File: src/rtl/tcam_lookup_arbiter_if.sv
// Requester, TCAM and response signals of the shared TCAM lookup port.
// master = requesters/TCAM side, slave = arbiter.
`timescale 1ns/1ps
interface tcam_lookup_arbiter_if #(
    parameter int WIDTH   = 33,
    parameter int NUM_REQ = 4,
    parameter int CNT_W   = 16
);
    localparam int ID_W = (NUM_REQ > 1) ? $clog2(NUM_REQ) : 1;

    logic [NUM_REQ-1:0]       req_valid;
    logic [NUM_REQ-1:0]       req_ready;
    logic [NUM_REQ*WIDTH-1:0] req_tag;
    logic [NUM_REQ*7-1:0]     req_opcode;
    logic [NUM_REQ*7-1:0]     req_nid;
    logic [WIDTH-1:0]         tcam_tag;
    logic [6:0]               tcam_opcode;
    logic [6:0]               tcam_nid;
    logic [3:0]               tcam_flag;
    logic                     rsp_valid;
    logic                     rsp_ready;
    logic [ID_W-1:0]          rsp_id;
    logic [3:0]               rsp_flag;
    logic                     busy;
    logic [CNT_W-1:0]         hit_cnt;

    modport master (
        output req_valid, req_tag, req_opcode, req_nid, tcam_flag, rsp_ready,
        input  req_ready, tcam_tag, tcam_opcode, tcam_nid,
        input  rsp_valid, rsp_id, rsp_flag, busy, hit_cnt
    );

    modport slave (
        input  req_valid, req_tag, req_opcode, req_nid, tcam_flag, rsp_ready,
        output req_ready, tcam_tag, tcam_opcode, tcam_nid,
        output rsp_valid, rsp_id, rsp_flag, busy, hit_cnt
    );
endinterface

File: src/rtl/tcam_lookup_arbiter.sv
// Round-robin arbiter sharing one fixed-latency TCAM lookup port between
// NUM_REQ requesters, one lookup in flight, with a saturating hit counter.
`timescale 1ns/1ps
module tcam_lookup_arbiter #(
    parameter int WIDTH      = 33,
    parameter int NUM_REQ    = 4,
    parameter int LOOKUP_LAT = 1,
    parameter int CNT_W      = 16
) (
    input logic                  clk,
    input logic                  reset,
    tcam_lookup_arbiter_if.slave bus
);
    localparam int ID_W  = (NUM_REQ > 1) ? $clog2(NUM_REQ) : 1;
    localparam int LAT_W = $clog2(LOOKUP_LAT + 1);

    typedef enum logic [1:0] {IDLE = 2'd0, LOOKUP = 2'd1, RESP = 2'd2} state_t;

    state_t           state_reg;
    logic [ID_W-1:0]  rr_ptr_reg;
    logic [ID_W-1:0]  id_reg;
    logic [LAT_W-1:0] lat_cnt_reg;
    logic [WIDTH-1:0] tcam_tag_reg;
    logic [6:0]       tcam_opcode_reg;
    logic [6:0]       tcam_nid_reg;
    logic             rsp_valid_reg;
    logic [3:0]       rsp_flag_reg;
    logic [CNT_W-1:0] hit_cnt_reg;

    logic             grant_found;
    logic [ID_W-1:0]  grant_idx;
    logic [ID_W-1:0]  cand_idx;
    int               cand;

    logic [WIDTH-1:0] tag_arr    [NUM_REQ];
    logic [6:0]       opcode_arr [NUM_REQ];
    logic [6:0]       nid_arr    [NUM_REQ];

    generate
        for (genvar gi = 0; gi < NUM_REQ; gi++) begin : g_req
            assign tag_arr[gi]    = bus.req_tag[gi*WIDTH +: WIDTH];
            assign opcode_arr[gi] = bus.req_opcode[gi*7 +: 7];
            assign nid_arr[gi]    = bus.req_nid[gi*7 +: 7];
            // Accept is combinational and only ever offered to the winner.
            assign bus.req_ready[gi] = (state_reg == IDLE) && !reset && grant_found
                                       && (grant_idx == ID_W'(gi));
        end
    endgenerate

    // Scan from the farthest candidate down so the one nearest rr_ptr wins.
    always_comb begin
        grant_found = 1'b0;
        grant_idx   = '0;
        cand        = 0;
        cand_idx    = '0;
        for (int k = NUM_REQ - 1; k >= 0; k--) begin
            cand     = (int'(rr_ptr_reg) + k) % NUM_REQ;
            cand_idx = ID_W'(cand);
            if (bus.req_valid[cand_idx]) begin
                grant_found = 1'b1;
                grant_idx   = cand_idx;
            end
        end
    end

    always_ff @(posedge clk) begin
        if (reset) begin
            state_reg       <= IDLE;
            rr_ptr_reg      <= '0;
            id_reg          <= '0;
            lat_cnt_reg     <= '0;
            tcam_tag_reg    <= '0;
            tcam_opcode_reg <= '0;
            tcam_nid_reg    <= '0;
            rsp_valid_reg   <= 1'b0;
            rsp_flag_reg    <= '0;
            hit_cnt_reg     <= '0;
        end else begin
            case (state_reg)
                IDLE: begin
                    if (grant_found) begin
                        tcam_tag_reg    <= tag_arr[grant_idx];
                        tcam_opcode_reg <= opcode_arr[grant_idx];
                        tcam_nid_reg    <= nid_arr[grant_idx];
                        id_reg          <= grant_idx;
                        lat_cnt_reg     <= LAT_W'(LOOKUP_LAT);
                        state_reg       <= LOOKUP;
                    end
                end
                LOOKUP: begin
                    if (lat_cnt_reg == '0) begin
                        rsp_flag_reg    <= bus.tcam_flag;
                        rsp_valid_reg   <= 1'b1;
                        // Drop back to NOP so the TCAM sees no stale opcode.
                        tcam_tag_reg    <= '0;
                        tcam_opcode_reg <= '0;
                        tcam_nid_reg    <= '0;
                        if (bus.tcam_flag != 4'd0 && hit_cnt_reg != '1)
                            hit_cnt_reg <= hit_cnt_reg + 1'b1;
                        state_reg       <= RESP;
                    end else begin
                        lat_cnt_reg <= lat_cnt_reg - 1'b1;
                    end
                end
                RESP: begin
                    if (bus.rsp_ready) begin
                        rsp_valid_reg <= 1'b0;
                        rr_ptr_reg    <= (id_reg == ID_W'(NUM_REQ - 1)) ? '0 : id_reg + 1'b1;
                        state_reg     <= IDLE;
                    end
                end
                default: state_reg <= IDLE;
            endcase
        end
    end

    assign bus.tcam_tag    = tcam_tag_reg;
    assign bus.tcam_opcode = tcam_opcode_reg;
    assign bus.tcam_nid    = tcam_nid_reg;
    assign bus.rsp_valid   = rsp_valid_reg;
    assign bus.rsp_id      = id_reg;
    assign bus.rsp_flag    = rsp_flag_reg;
    assign bus.busy        = (state_reg != IDLE);
    assign bus.hit_cnt     = hit_cnt_reg;
endmodule

File: src/flat_wrapper.sv
// flat-port wrapper written by rule: the top's interface ports become plain ports
module tcam_lookup_arbiter_flat 
#(
    parameter int WIDTH      = 33,
    parameter int NUM_REQ    = 4,
    parameter int LOOKUP_LAT = 1,
    parameter int CNT_W      = 16
)
  (clk, reset, bus_req_valid, bus_req_tag, bus_req_opcode, bus_req_nid, bus_tcam_flag, bus_rsp_ready, bus_req_ready, bus_tcam_tag, bus_tcam_opcode, bus_tcam_nid, bus_rsp_valid, bus_rsp_id, bus_rsp_flag, bus_busy, bus_hit_cnt);
  tcam_lookup_arbiter_if #(.WIDTH(WIDTH), .NUM_REQ(NUM_REQ), .CNT_W(CNT_W)) bus_i ();
  input logic clk;
  input logic reset;
  input wire logic [$bits(bus_i.req_valid)-1:0] bus_req_valid;
  input wire logic [$bits(bus_i.req_tag)-1:0] bus_req_tag;
  input wire logic [$bits(bus_i.req_opcode)-1:0] bus_req_opcode;
  input wire logic [$bits(bus_i.req_nid)-1:0] bus_req_nid;
  input wire logic [$bits(bus_i.tcam_flag)-1:0] bus_tcam_flag;
  input wire logic [$bits(bus_i.rsp_ready)-1:0] bus_rsp_ready;
  output wire logic [$bits(bus_i.req_ready)-1:0] bus_req_ready;
  output wire logic [$bits(bus_i.tcam_tag)-1:0] bus_tcam_tag;
  output wire logic [$bits(bus_i.tcam_opcode)-1:0] bus_tcam_opcode;
  output wire logic [$bits(bus_i.tcam_nid)-1:0] bus_tcam_nid;
  output wire logic [$bits(bus_i.rsp_valid)-1:0] bus_rsp_valid;
  output wire logic [$bits(bus_i.rsp_id)-1:0] bus_rsp_id;
  output wire logic [$bits(bus_i.rsp_flag)-1:0] bus_rsp_flag;
  output wire logic [$bits(bus_i.busy)-1:0] bus_busy;
  output wire logic [$bits(bus_i.hit_cnt)-1:0] bus_hit_cnt;
  assign bus_i.req_valid = bus_req_valid;
  assign bus_i.req_tag = bus_req_tag;
  assign bus_i.req_opcode = bus_req_opcode;
  assign bus_i.req_nid = bus_req_nid;
  assign bus_i.tcam_flag = bus_tcam_flag;
  assign bus_i.rsp_ready = bus_rsp_ready;
  assign bus_req_ready = bus_i.req_ready;
  assign bus_tcam_tag = bus_i.tcam_tag;
  assign bus_tcam_opcode = bus_i.tcam_opcode;
  assign bus_tcam_nid = bus_i.tcam_nid;
  assign bus_rsp_valid = bus_i.rsp_valid;
  assign bus_rsp_id = bus_i.rsp_id;
  assign bus_rsp_flag = bus_i.rsp_flag;
  assign bus_busy = bus_i.busy;
  assign bus_hit_cnt = bus_i.hit_cnt;
  tcam_lookup_arbiter #(.WIDTH(WIDTH), .NUM_REQ(NUM_REQ), .LOOKUP_LAT(LOOKUP_LAT), .CNT_W(CNT_W)) u_core (.clk(clk), .reset(reset), .bus(bus_i));
endmodule
File: config.mk
export PLATFORM = sky130hd
export DESIGN_NAME = tcam_lookup_arbiter_flat
export DESIGN_NICKNAME = d
export VERILOG_FILES = /design/src/rtl/tcam_lookup_arbiter_if.sv /design/src/rtl/tcam_lookup_arbiter.sv /design/src/flat_wrapper.sv
export SDC_FILE = /design/constraint.sdc
export NUM_CORES = 1
export LEC_CHECK = 0
export ABC_AREA = 1
export BUFFER_PORTS_ARGS = -buffer_cell sky130_fd_sc_hd__buf_2
export CORE_ASPECT_RATIO = 1.1
export CORE_MARGIN = 2
export CORE_UTILIZATION = 46
export DETAILED_ROUTE_END_ITERATION = 10
export GPL_TIMING_DRIVEN = 0
export PLACE_DENSITY = 0.78
export SLEW_MARGIN = 20
export SYNTH_ARGS = -nofsm -noshare
export SYNTH_HDL_FRONTEND = slang
export SYNTH_SLANG_ARGS = --single-unit
File: constraint.sdc
create_clock -name clk -period 2.06 [get_ports clk]
set_clock_uncertainty 0.15 [all_clocks]
set_input_delay 0.206 -clock clk [delete_from_list [all_inputs] [get_ports clk]]
set_output_delay 0.206 -clock clk [all_outputs]
set_load 0.02 [all_outputs]
==> results.md, run 1 <==
* Status: complete, but fails checks
* Failing checks: negative setup slack
* Root buf cell: clkbuf_16
* DIE AREA at 0.0117 sq mm
* Via Count at between 6000 and 7000
* Syn avg cell area at roughly 5.6 sq um
* Synth area leaders: nand2_1 40%, dfxtp_1 30%, nand3_1 11%
* Post-synth EDFFs at 0
* Netlist cell types at 28
* Die Ht at approximately 110 microns
* Port Buf Inserts at 272
* Post-synth top area share at 0.397
* HP Class: primary input to register
* WL/cell at ~14 microns
* Die Width at roughly 100 microns
* Post-route cell area at 0.00747 sq mm
* Drt total wl at 19500 microns
* Largest net degree at the start of global routing at 15
* Crit start category: register
* Vias/cell at around 5
* Synth Instances at 894
* Post-synth top area cell: nand2_1
* CTS tree: built
* Largest register FFs at 33
* Syn Nets at between 1000 and 1500
* Worst-path clk slew at roughly 0.070 ns
* CTS buffer count at 9
* Post-Place Worst Slack at -0.260 ns
* Post-route clock period utilization at 1.15
* Clk sinks at 75
* Clk buf depth at 2
* Final setup violation count at 51
* H-tree depth at 3
* Slew Limit Fails at 0
* Final min period at 2.37 ns
* Post-route DRC at 0
* Seq/Total Area, Yosys at 0.300
* RSZ-0062 raised after global routing: yes
* Core area at 0.0105 sq mm
* Layout cell share with drive strength beyond 1 at 0.341
* Synth warn at 0
* Post-route ant nets at 0
* Critical path endpoint category: output port
* First-pass detailed-route iteration total at 6
* Most instantiated cells after synthesis: 530 x nand2_1, 109 x nand3_1, 75 x dfxtp_1
* Iter 0 DRT Violations at approximately 300
* Cell area after synthesis at 0.00501 sq mm
* DP Area at 0.00655 sq mm
* Worst VDD drop at 450 uV
* Final cell count without fillers at roughly 1400
* Fraction of registers with async set or reset after synthesis at 0
* GRT Resource Usage Total at 0.313
* Io pins at 274
* Initial Util at 0.477
* Max-cap violation count at 0
* Placed cells at between 1000 and 1500
* Initial antenna violation count at 2
* Crit Path Max Fanout at 5
* Final GP Congestion at 0.946
* Fin worst setup slack at -0.312 ns
* Site Rows at 39
* Clk Latency, worst-skew pair at 0.35 ns
* Number of global-route vias before repair at just over 6000
* Leak Pwr at about 4.3 nW
* Power density over cell area at roughly 800 mW/mm^2
* Worst slew margin at 0.568
* Achievable Freq at 422 MHz
* Hold Fails Final Rpt at 0
* Critical Path AT at approximately 2 ns
* Post-DP HPWL at ~14000 microns
* Post-synth top flop: dfxtp_1
* Most numerous cell in the Yosys netlist: nand2_1
* Hold Worst Slack at around 0.0069 ns
* Worst slew pin tran at ~0.65 ns
* Critical path class: register to output port
* Layout Nets at approximately 1400
* First-pass GRT wire length at 28700 microns
* Post-synthesis register bit count at 75
* Gr ovfl total at 0
* Critical Path RT at 1.70 ns
* Setup TNS Final at -4.85 ns
* Syn-to-layout area delta at 49.3%
## cell families after synthesis
group	Yosys count	synth area share
DFF	75	0.300
xor gates and xnor gates	8	0.0140
buffers and inverters	87	0.0847
adders and majority gates	2	0.00500
AOI/OAI and AO/OA	41	0.0422
and+or+nand+nor	681	0.554
## layout by cell type, fill, tap and decap left out, types with 3 or more instances in the layout
cell type	synthesis	final
inv_2	5	7
nand2_4	0	3
inv_1	26	21
dfxtp_1	75	73
nand3_1	109	104
nor3_2	3	4
nor3_4	0	5
inv_6	0	3
nor2_1	13	11
xnor2_1	6	5
clkbuf_2	0	8
o21ai_0	8	7
buf_8	0	6
buf_2	24	277
clkbuf_1	14	3
nor3_1	11	5
nand2_2	4	12
buf_6	2	18
dlygate4sd3_1	0	3
nand3_2	2	6
a21oi_1	27	27
clkbuf_16	0	9
nand2_1	530	520
nand3b_1	3	3
buf_4	14	32
## worst paths after layout
check	startpoint	end	slack, ns	cells past startpoint
max reg2reg	u_core.rr_ptr_reg[0]$_SDFFE_PP0P_	u_core.bus.tcam_tag[31]$_SDFFE_PP0P_	-0.13	17
min reg2reg	u_core.bus.tcam_tag[3]$_SDFFE_PP0P_	u_core.bus.tcam_tag[3]$_SDFFE_PP0P_	0.30	2
min	bus_rsp_ready	u_core.state_reg[1]$_SDFFE_PP0P_	0.007	3
max	u_core.rr_ptr_reg[0]$_SDFFE_PP0P_	bus_req_ready[3]	-0.31	12
## timing repair
action / in CTS / in global routing
hold endpoints to repair: 3 / 0
buffers inserted: 19 / 0
hold buffers: 3 / 0
endpoints found under the setup margin: 60 / 67
pin swaps: 12 / 14
cloned: 4 / 0
gates resized for setup: 87 / 34
## layout make-up
class                           count  area [sq um]
Clock buffer                       10           239
Fill cell                         946          3020
Antenna cell                        2          5.00
Buffer                             55           448
Timing Repair inverter              1          7.51
Inverter                           31           126
Clock inverter                      6          95.1
Sequential cell                    75          1510
Multi-Input combinational cell    733          3290
Tap cell                          143           179
Timing Repair Buffer              296          1580
## power by group
group          internal, mW  switching, mW  total [mW]  leakage (nW)
clock                  1.11          0.677        1.78         0.164
sequential             1.66          0.127        1.78         0.616
combinational         0.965           1.53        2.50          3.55
total                  3.73           2.34        6.07          4.33
## routing by layer
metal | up-vias | GRT usage | routed length, microns
li1 | 3412 | - | -
met3 | 43 | 0.0594 | 1680
met5 | - | 0 | 13
met4 | 2 | 0.134 | 579
met1 | 3003 | 0.371 | 7770
met2 | 314 | 0.543 | 9470
## worst max-delay path, stage by stage, from the launching register on
cell and delay [ns]:
dfxtp_4 0.36, buf_8 0.14, nand2_2 0.09, nand3_2 0.10
nand2_1 0.09, nand3_2 0.10, nand2_2 0.11, nand2_4 0.07
nand2_4 0.10, buf_8 0.13, inv_2 0.06, nor3_2 0.15
buf_4 0.16
## stage by stage
| step | total power, mW | utilization |
|---|---|---|
| CTS | 6.00 | 0.701 |
| detailed placement | 3.97 | 0.624 |
| finish | 6.07 | 0.712 |
| global placement | 3.96 | 0.624 |
| global route | 6.41 | 0.712 |
| floorplan | 3.21 | - |
(Power assumes the default switching activity.)
==> inputs of run 2 (changes only) <==
PLACE_DENSITY = 0.82   (was 0.78)
==> run 2 against run 1 <==
Net effect: the run still ends with negative setup slack left; combinational power barely moved; non-clock buffer count rose by 2; highest routed layer is now met4; sequential share of layout area barely moved; sequential power barely moved; flip-flop and latch count did not move; clock power fell by 9.6%.
==> results.md, run 2 (synthesis results as in run 1) <==
* Clk buf depth at 2
* Number of global-route vias before repair at between 6000 and 7000
* Critical path endpoint category: output port
* Worst slew pin tran at 0.608 ns
* Worst-path clk slew at 0.07 ns
* Die Ht at about 110 microns
* Largest net degree at the start of global routing at 15
* Final min period at approximately 2.3 ns
* Post-route clock period utilization at 1.13
* Site Rows at 39
* Net Switching at between 2 and 2.5 mW
* Final GP Congestion at just under 1
* Drt total wl at 19000 microns
* Fin worst setup slack at -0.270 ns
* Slew Limit Fails at 0
* GRT Resource Usage Total at 0.309
* Post-route DRC at 0
* CTS buffer count at 9
* Gr ovfl total at 0
* N_diodes at 0
* Post-route ant nets at 0
* Fin util at 0.712
* Max incr delay on CP at 0.36 ns
* First-pass GRT wire length at ~28000 microns
* Final setup violation count at between 40 and 50
* DIE AREA at approximately 0.012 sq mm
* Critical path class: register to output port
* Filler Cell Count at between 900 and 1000
* Syn-to-layout area delta at 49.2%
* R2r setup slk at -0.25 ns
* Status: complete, but fails checks
* Largest register FFs at 33
* Io pins at between 200 and 300
* Post-DP HPWL at around 14000 microns
* Max-cap violation count at 0
* Sw Ratio at 0.395
* Most frequent cells in the layout: 517 x nand2_1, 280 x buf_2, 102 x nand3_1
* Int Power at 3.54 mW
* Commonest non-fill, non-tap cell in the layout: nand2_1
* Initial antenna violation count at 0
* Final cell count without fillers at ~1400
* Hold path cells at 7
* First-pass detailed-route iteration total at 5
* Initial Util at 0.477
* Layout cell share with drive strength beyond 1 at 0.342
* Post-Place Worst Slack at -0.343 ns
* Layout Nets at roughly 1400
* Placed cells at between 1000 and 1500
* CTS tree: built
* Crit Path Max Fanout at 10
* Critical Path RT at ~1.7 ns
* Achievable Freq at 429 MHz
* Worst-path cell chain: buf_8, nand2_2, nand3_4, buf_4, nand3_2, a21oi_4, buf_4, clkbuf_8, nor3_2, buf_4
* Clk sinks at between 70 and 80
* Worst VDD drop at 546 uV
* Worst slew margin at 0.595
* Worst setup path end: bus_req_ready[0]
* Root buf cell: clkbuf_16
* Failing checks: negative setup slack
* Clock power share at 0.275
* Power density over cell area at 782 mW/mm^2
* Worst-case reg-to-reg path depth at 18
* Crit start category: register
* Die Width at between 100 and 150 microns
* H-tree depth at 3
* Critical Path AT at roughly 2.0 ns
* HP Class: primary input to register
* Vias/cell at between 4 and 5
* WL/cell at roughly 14 microns
* R2R Path Start: u_core.rr_ptr_reg[0]$_SDFFE_PP0P_
* Slowest CP cell: dfxtp_4
* Setup crit start: u_core.rr_ptr_reg[0]$_SDFFE_PP0P_
* Port Buf Inserts at 272
* Logic gate share of total power at 0.422
* Sequential power share at 0.302
* Iter 0 DRT Violations at 337
* RSZ-0062 raised after global routing: yes
* Core area at approximately 0.010 sq mm
* Cell mode on critical path: buf_4
* Via Count at between 6000 and 7000
* Leak Pwr at 4.31 nW
* Critical R2R Capture: u_core.bus.tcam_nid[4]$_SDFFE_PP0P_
* Hold Fails Final Rpt at 0
* Clk Latency, worst-skew pair at between 0.3 and 0.4 ns
-- run 2: cell count changes in the layout (fill, tap and decap cells not counted), moves of 3 or more --
cell	delta
buf_2	+3
clkbuf_1	+6
clkbuf_2	-7
clkinvlp_4	+3
nand2_1	-3
-- run 2: how the worst min path moves through the flow --
stage	end	slack (ns)	from
after floorplan	u_core.bus.rsp_flag[0]$_SDFFE_PP0P_	0.20	bus_tcam_flag[0]
after CTS	u_core.state_reg[1]$_SDFFE_PP0P_	0.002	bus_rsp_ready
after global routing	u_core.bus.tcam_tag[3]$_SDFFE_PP0P_	0.12	bus_req_tag[102]
final	u_core.bus.tcam_tag[0]$_SDFFE_PP0P_	0.08	bus_req_tag[99]
after global placement	u_core.bus.tcam_tag[15]$_SDFFE_PP0P_	0.28	u_core.bus.tcam_tag[15]$_SDFFE_PP0P_
after detailed placement	u_core.bus.tcam_opcode[1]$_SDFFE_PP0P_	0.28	u_core.bus.tcam_opcode[1]$_SDFFE_PP0P_
-- run 2: critical path, delay by kind of cell (launching register included) --
family | cells | cell delay (ns)
AOI/OAI and AO/OA | 1 | 0.06
and+or+nand+nor | 4 | 0.46
buffers and inverters | 5 | 0.74
DFF | 1 | 0.36
-- run 2: cell type report --
class                      count  area (sq um)  area share
multi-input combinational    733          3320       0.444
buffer                        55           437      0.0584
timing repair buffer         298          1590       0.213
timing repair inverter         1          7.51     0.00100
sequential                    75          1510       0.202
inverter                      31           126      0.0169
tap                          143           179      0.0239
clock inverter                 7          75.1      0.0100
clock buffer                   9           225      0.0301
-- run 2: metrics by stage --
stage                     hold WS, ns  power [mW]  TNS (ns)  cell area (sq um)
after detailed placement        0.284        3.95     -5.98               6550
after global placement          0.281        3.93     -3.91               6550
after CTS                     0.00215        5.72     -6.71               7250
after global routing            0.121        6.21    -12.90               7470
after floorplan                 0.199        3.21    -0.399               5010
final                          0.0805        5.84     -7.41               7470
-- run 2: power by group through the flow --
stage | combinational (mW) | clock (mW) | sequential [mW]
3_3_place_gp | 2.15 | 0 | 1.78
4_1_cts | 2.35 | 1.61 | 1.76
2_1_floorplan | 1.18 | 0 | 2.03
3_5_place_dp | 2.17 | 0 | 1.79
5_1_grt | 2.72 | 1.69 | 1.79
6_report | 2.47 | 1.61 | 1.77
-- run 2: metal layers --
metal / wire [microns] / vias to the layer above / track usage
li1: - / 3419 / -
met1: 7530 / 2971 / 0.368
met2: 9400 / 273 / 0.539
met3: 1430 / 49 / 0.0625
met4: 605 / 0 / 0.116
met5: 0 / - / 0
-- run 2: repair_timing --
action                                  in CTS  in global routing
hold buffers                                 4                  1
pin swaps                                   16                 17
gates cloned                                 3                  0
gates resized for setup                     62                 60
buffers inserted                            19                  1
endpoints found under the setup margin      59                 67
endpoints found under the hold margin        4                  1
==> inputs of run 3 (changes only) <==
CELL_PAD_IN_SITES_DETAIL_PLACEMENT = 1   (was unset)
CELL_PAD_IN_SITES_GLOBAL_PLACEMENT = 1   (was unset)
CORE_UTILIZATION = 29   (was 46)
PLACE_DENSITY = unset   (was 0.82)
PLACE_DENSITY_LB_ADDON = 0.1   (was unset)
==> run 3 against run 2 <==
Net effect: the flow finishes with violations (negative hold slack, negative setup slack); maximum frequency decreased by 7.3%; global-route usage decreased by 5.4 points; total power increased by 10%; critical path type unchanged.
==> results.md, run 3 (synthesis results as in run 1) <==
* Status: complete, but fails checks
* Failing checks: negative hold slack, negative setup slack
* Max incr delay on CP at roughly 0.34 ns
* Initial Util at 0.295
* HP Class: primary input to register
* Clock power share at 0.269
* Final min period at 2.51 ns
* Max-cap violation count at 0
* Most frequent cells in the layout: 515 x nand2_1, 275 x buf_2, 102 x nand3_1
* CTS tree: built
* Slowest CP cell: dfxtp_2
* Core area at around 0.017 sq mm
* Layout Nets at 1432
* Crit. path cell count at 11
* Die Ht at 142 microns
* Critical Path AT at approximately 2.2 ns
* Die Width at 129 microns
* Hold Fails Final Rpt at 1
* RSZ-0062 raised after global routing: yes
* Critical path endpoint category: output port
* Site Rows at 50
* Fin worst setup slack at -0.454 ns
* Worst slew pin tran at around 0.64 ns
* Critical Path RT at roughly 1.7 ns
* Drt total wl at 24200 microns
* Power density over cell area at 772 mW/mm^2
* Clk sinks at 75
* Crit Path Max Fanout at 5
* Root buf cell: clkbuf_16
* Layout cell share with drive strength beyond 1 at 0.358
* Iter 0 DRT Violations at 240
* Number of global-route vias before repair at between 6000 and 7000
* First-pass GRT wire length at around 36000 microns
* Crit start category: register
* Critical path buffer and inverter count at 4
* Vias/cell at between 4 and 5
* Syn-to-layout area delta at 66.7%
* R2R Path Start: u_core.rr_ptr_reg[0]$_SDFFE_PP0P_
* Achievable Freq at ~400 MHz
* DIE AREA at ~0.018 sq mm
* Post-DP HPWL at ~17000 microns
* Largest register FFs at 33
* Worst-case reg-to-reg path depth at 15
* Sequential power share at 0.276
* Final setup violation count at ~50
* Slew Limit Fails at 0
* Critical R2R Capture: u_core.bus.tcam_tag[19]$_SDFFE_PP0P_
* R2r setup slk at -0.30 ns
* Worst VDD drop at about 430 uV
* CTS buffer count at 9
* First-pass detailed-route iteration total at 4
* Setup TNS Final at -12.83 ns
* H-tree depth at 3
* Port Buf Inserts at between 200 and 300
* Worst setup path end: bus_req_ready[0]
* Logic gate share of total power at 0.456
* Post-route ant nets at 0
* Clk buf depth at 2
* Critical path class: register to output port
* Leak Pwr at between 4 and 5 nW
* Final GP Congestion at around 0.85
* Commonest non-fill, non-tap cell in the layout: nand2_1
* Worst-path cell chain: buf_8, xnor2_4, nand2_1, nand3_2, nand3b_1, nand2_2, nor2_4, buf_6, inv_1, nor3_2, buf_4
* Int Power at 4.00 mW
* Largest delay share family, worst path: simple AND/OR/NAND/NOR gates
* Worst-path clk slew at ~0.060 ns
* GRT Resource Usage Total at 0.255
* Initial antenna violation count at 6
* Clk Latency, worst-skew pair at ~0.34 ns
* Net Switching at between 2 and 2.5 mW
* Worst slew margin at 0.573
* WL/cell at between 15 and 20 microns
* Setup crit start: u_core.rr_ptr_reg[0]$_SDFFE_PP0P_
* Sw Ratio at 0.380
* Gr ovfl total at 0
* Largest net degree at the start of global routing at 14
* Via Count at around 6900
* Io pins at approximately 270
* Post-route DRC at 0
* Post-route clock period utilization at 1.22
* Hold Worst Slack at -0.000300 ns
-- run 3: worst min-delay path by stage --
stage,startpoint,endpoint,slack (ns),cells after the start
after floorplan,bus_tcam_flag[0],u_core.bus.rsp_flag[0]$_SDFFE_PP0P_,0.20,2
after global placement,u_core.bus.tcam_nid[4]$_SDFFE_PP0P_,u_core.bus.tcam_nid[4]$_SDFFE_PP0P_,0.28,2
after detailed placement,u_core.bus.tcam_nid[5]$_SDFFE_PP0P_,u_core.bus.tcam_nid[5]$_SDFFE_PP0P_,0.29,2
after CTS,bus_rsp_ready,u_core.state_reg[1]$_SDFFE_PP0P_,0.0003,3
after global routing,bus_rsp_ready,u_core.state_reg[1]$_SDFFE_PP0P_,0.02,3
final,bus_rsp_ready,u_core.state_reg[1]$_SDFFE_PP0P_,-0.0003,3
-- run 3: through the flow --
| step | util | total power, mW | cells | area, sq um | setup WS, ns |
|---|---|---|---|---|---|
| floorplan | - | 3.21 | 894 | 5010 | -0.0999 |
| global placement | 0.393 | 4.02 | 1400 | 6660 | -0.441 |
| detailed placement | 0.393 | 4.04 | 1400 | 6660 | -0.467 |
| CTS | 0.479 | 6.36 | 1464 | 8130 | -0.353 |
| global route | 0.492 | 6.86 | 1470 | 8340 | -0.562 |
| finish | 0.492 | 6.45 | 1472 | 8350 | -0.454 |
-- run 3: final cells by class --
type                            instances  area [sq um]
Multi-Input combinational cell        732          3300
Timing Repair Buffer                  326          2240
Inverter                               31           126
Tap cell                              234           293
Fill cell                            2318          8610
Antenna cell                            3          7.51
Buffer                                 56           557
Sequential cell                        75          1510
Clock buffer                            9           225
Clock inverter                          6          90.1
-- run 3: timing repair --
action                     4_1_cts  5_1_grt
hold buffers                     4        0
setup endpoints to repair       64       67
hold endpoints to repair         4        0
cloned                          15        3
pin swaps                       27        7
setup buffers                   30        3
resized for setup              121       52
-- run 3: worst register-to-register path: stages (launching register included) --
cell and delay, ns:
dfxtp_2 0.34, buf_8 0.15, xnor2_4 0.14, nand2_1 0.10
nand3_2 0.09, nand3b_1 0.22, nand2_2 0.13, buf_4 0.12
buf_6 0.10, inv_6 0.03, nor3_4 0.20, buf_8 0.21
buf_12 0.13, buf_16 0.10, nand2_1 0.05, nand2_1 0.05
-- run 3: layer usage --
metal,global-route usage,up-vias,wire (microns)
met5,0,-,21
met4,0.0727,4,325
met3,0.0558,24,1220
met2,0.460,160,12400
met1,0.301,3224,10200
li1,-,3493,-
-- run 3: power by group through the flow --
stage	Clock, mW	Sequential (mW)	Combinational [mW]
floorplan	0	2.03	1.18
global placement	0	1.79	2.23
detailed placement	0	1.80	2.24
global route	1.84	1.80	3.22
CTS	1.77	1.77	2.81
finish	1.73	1.78	2.94
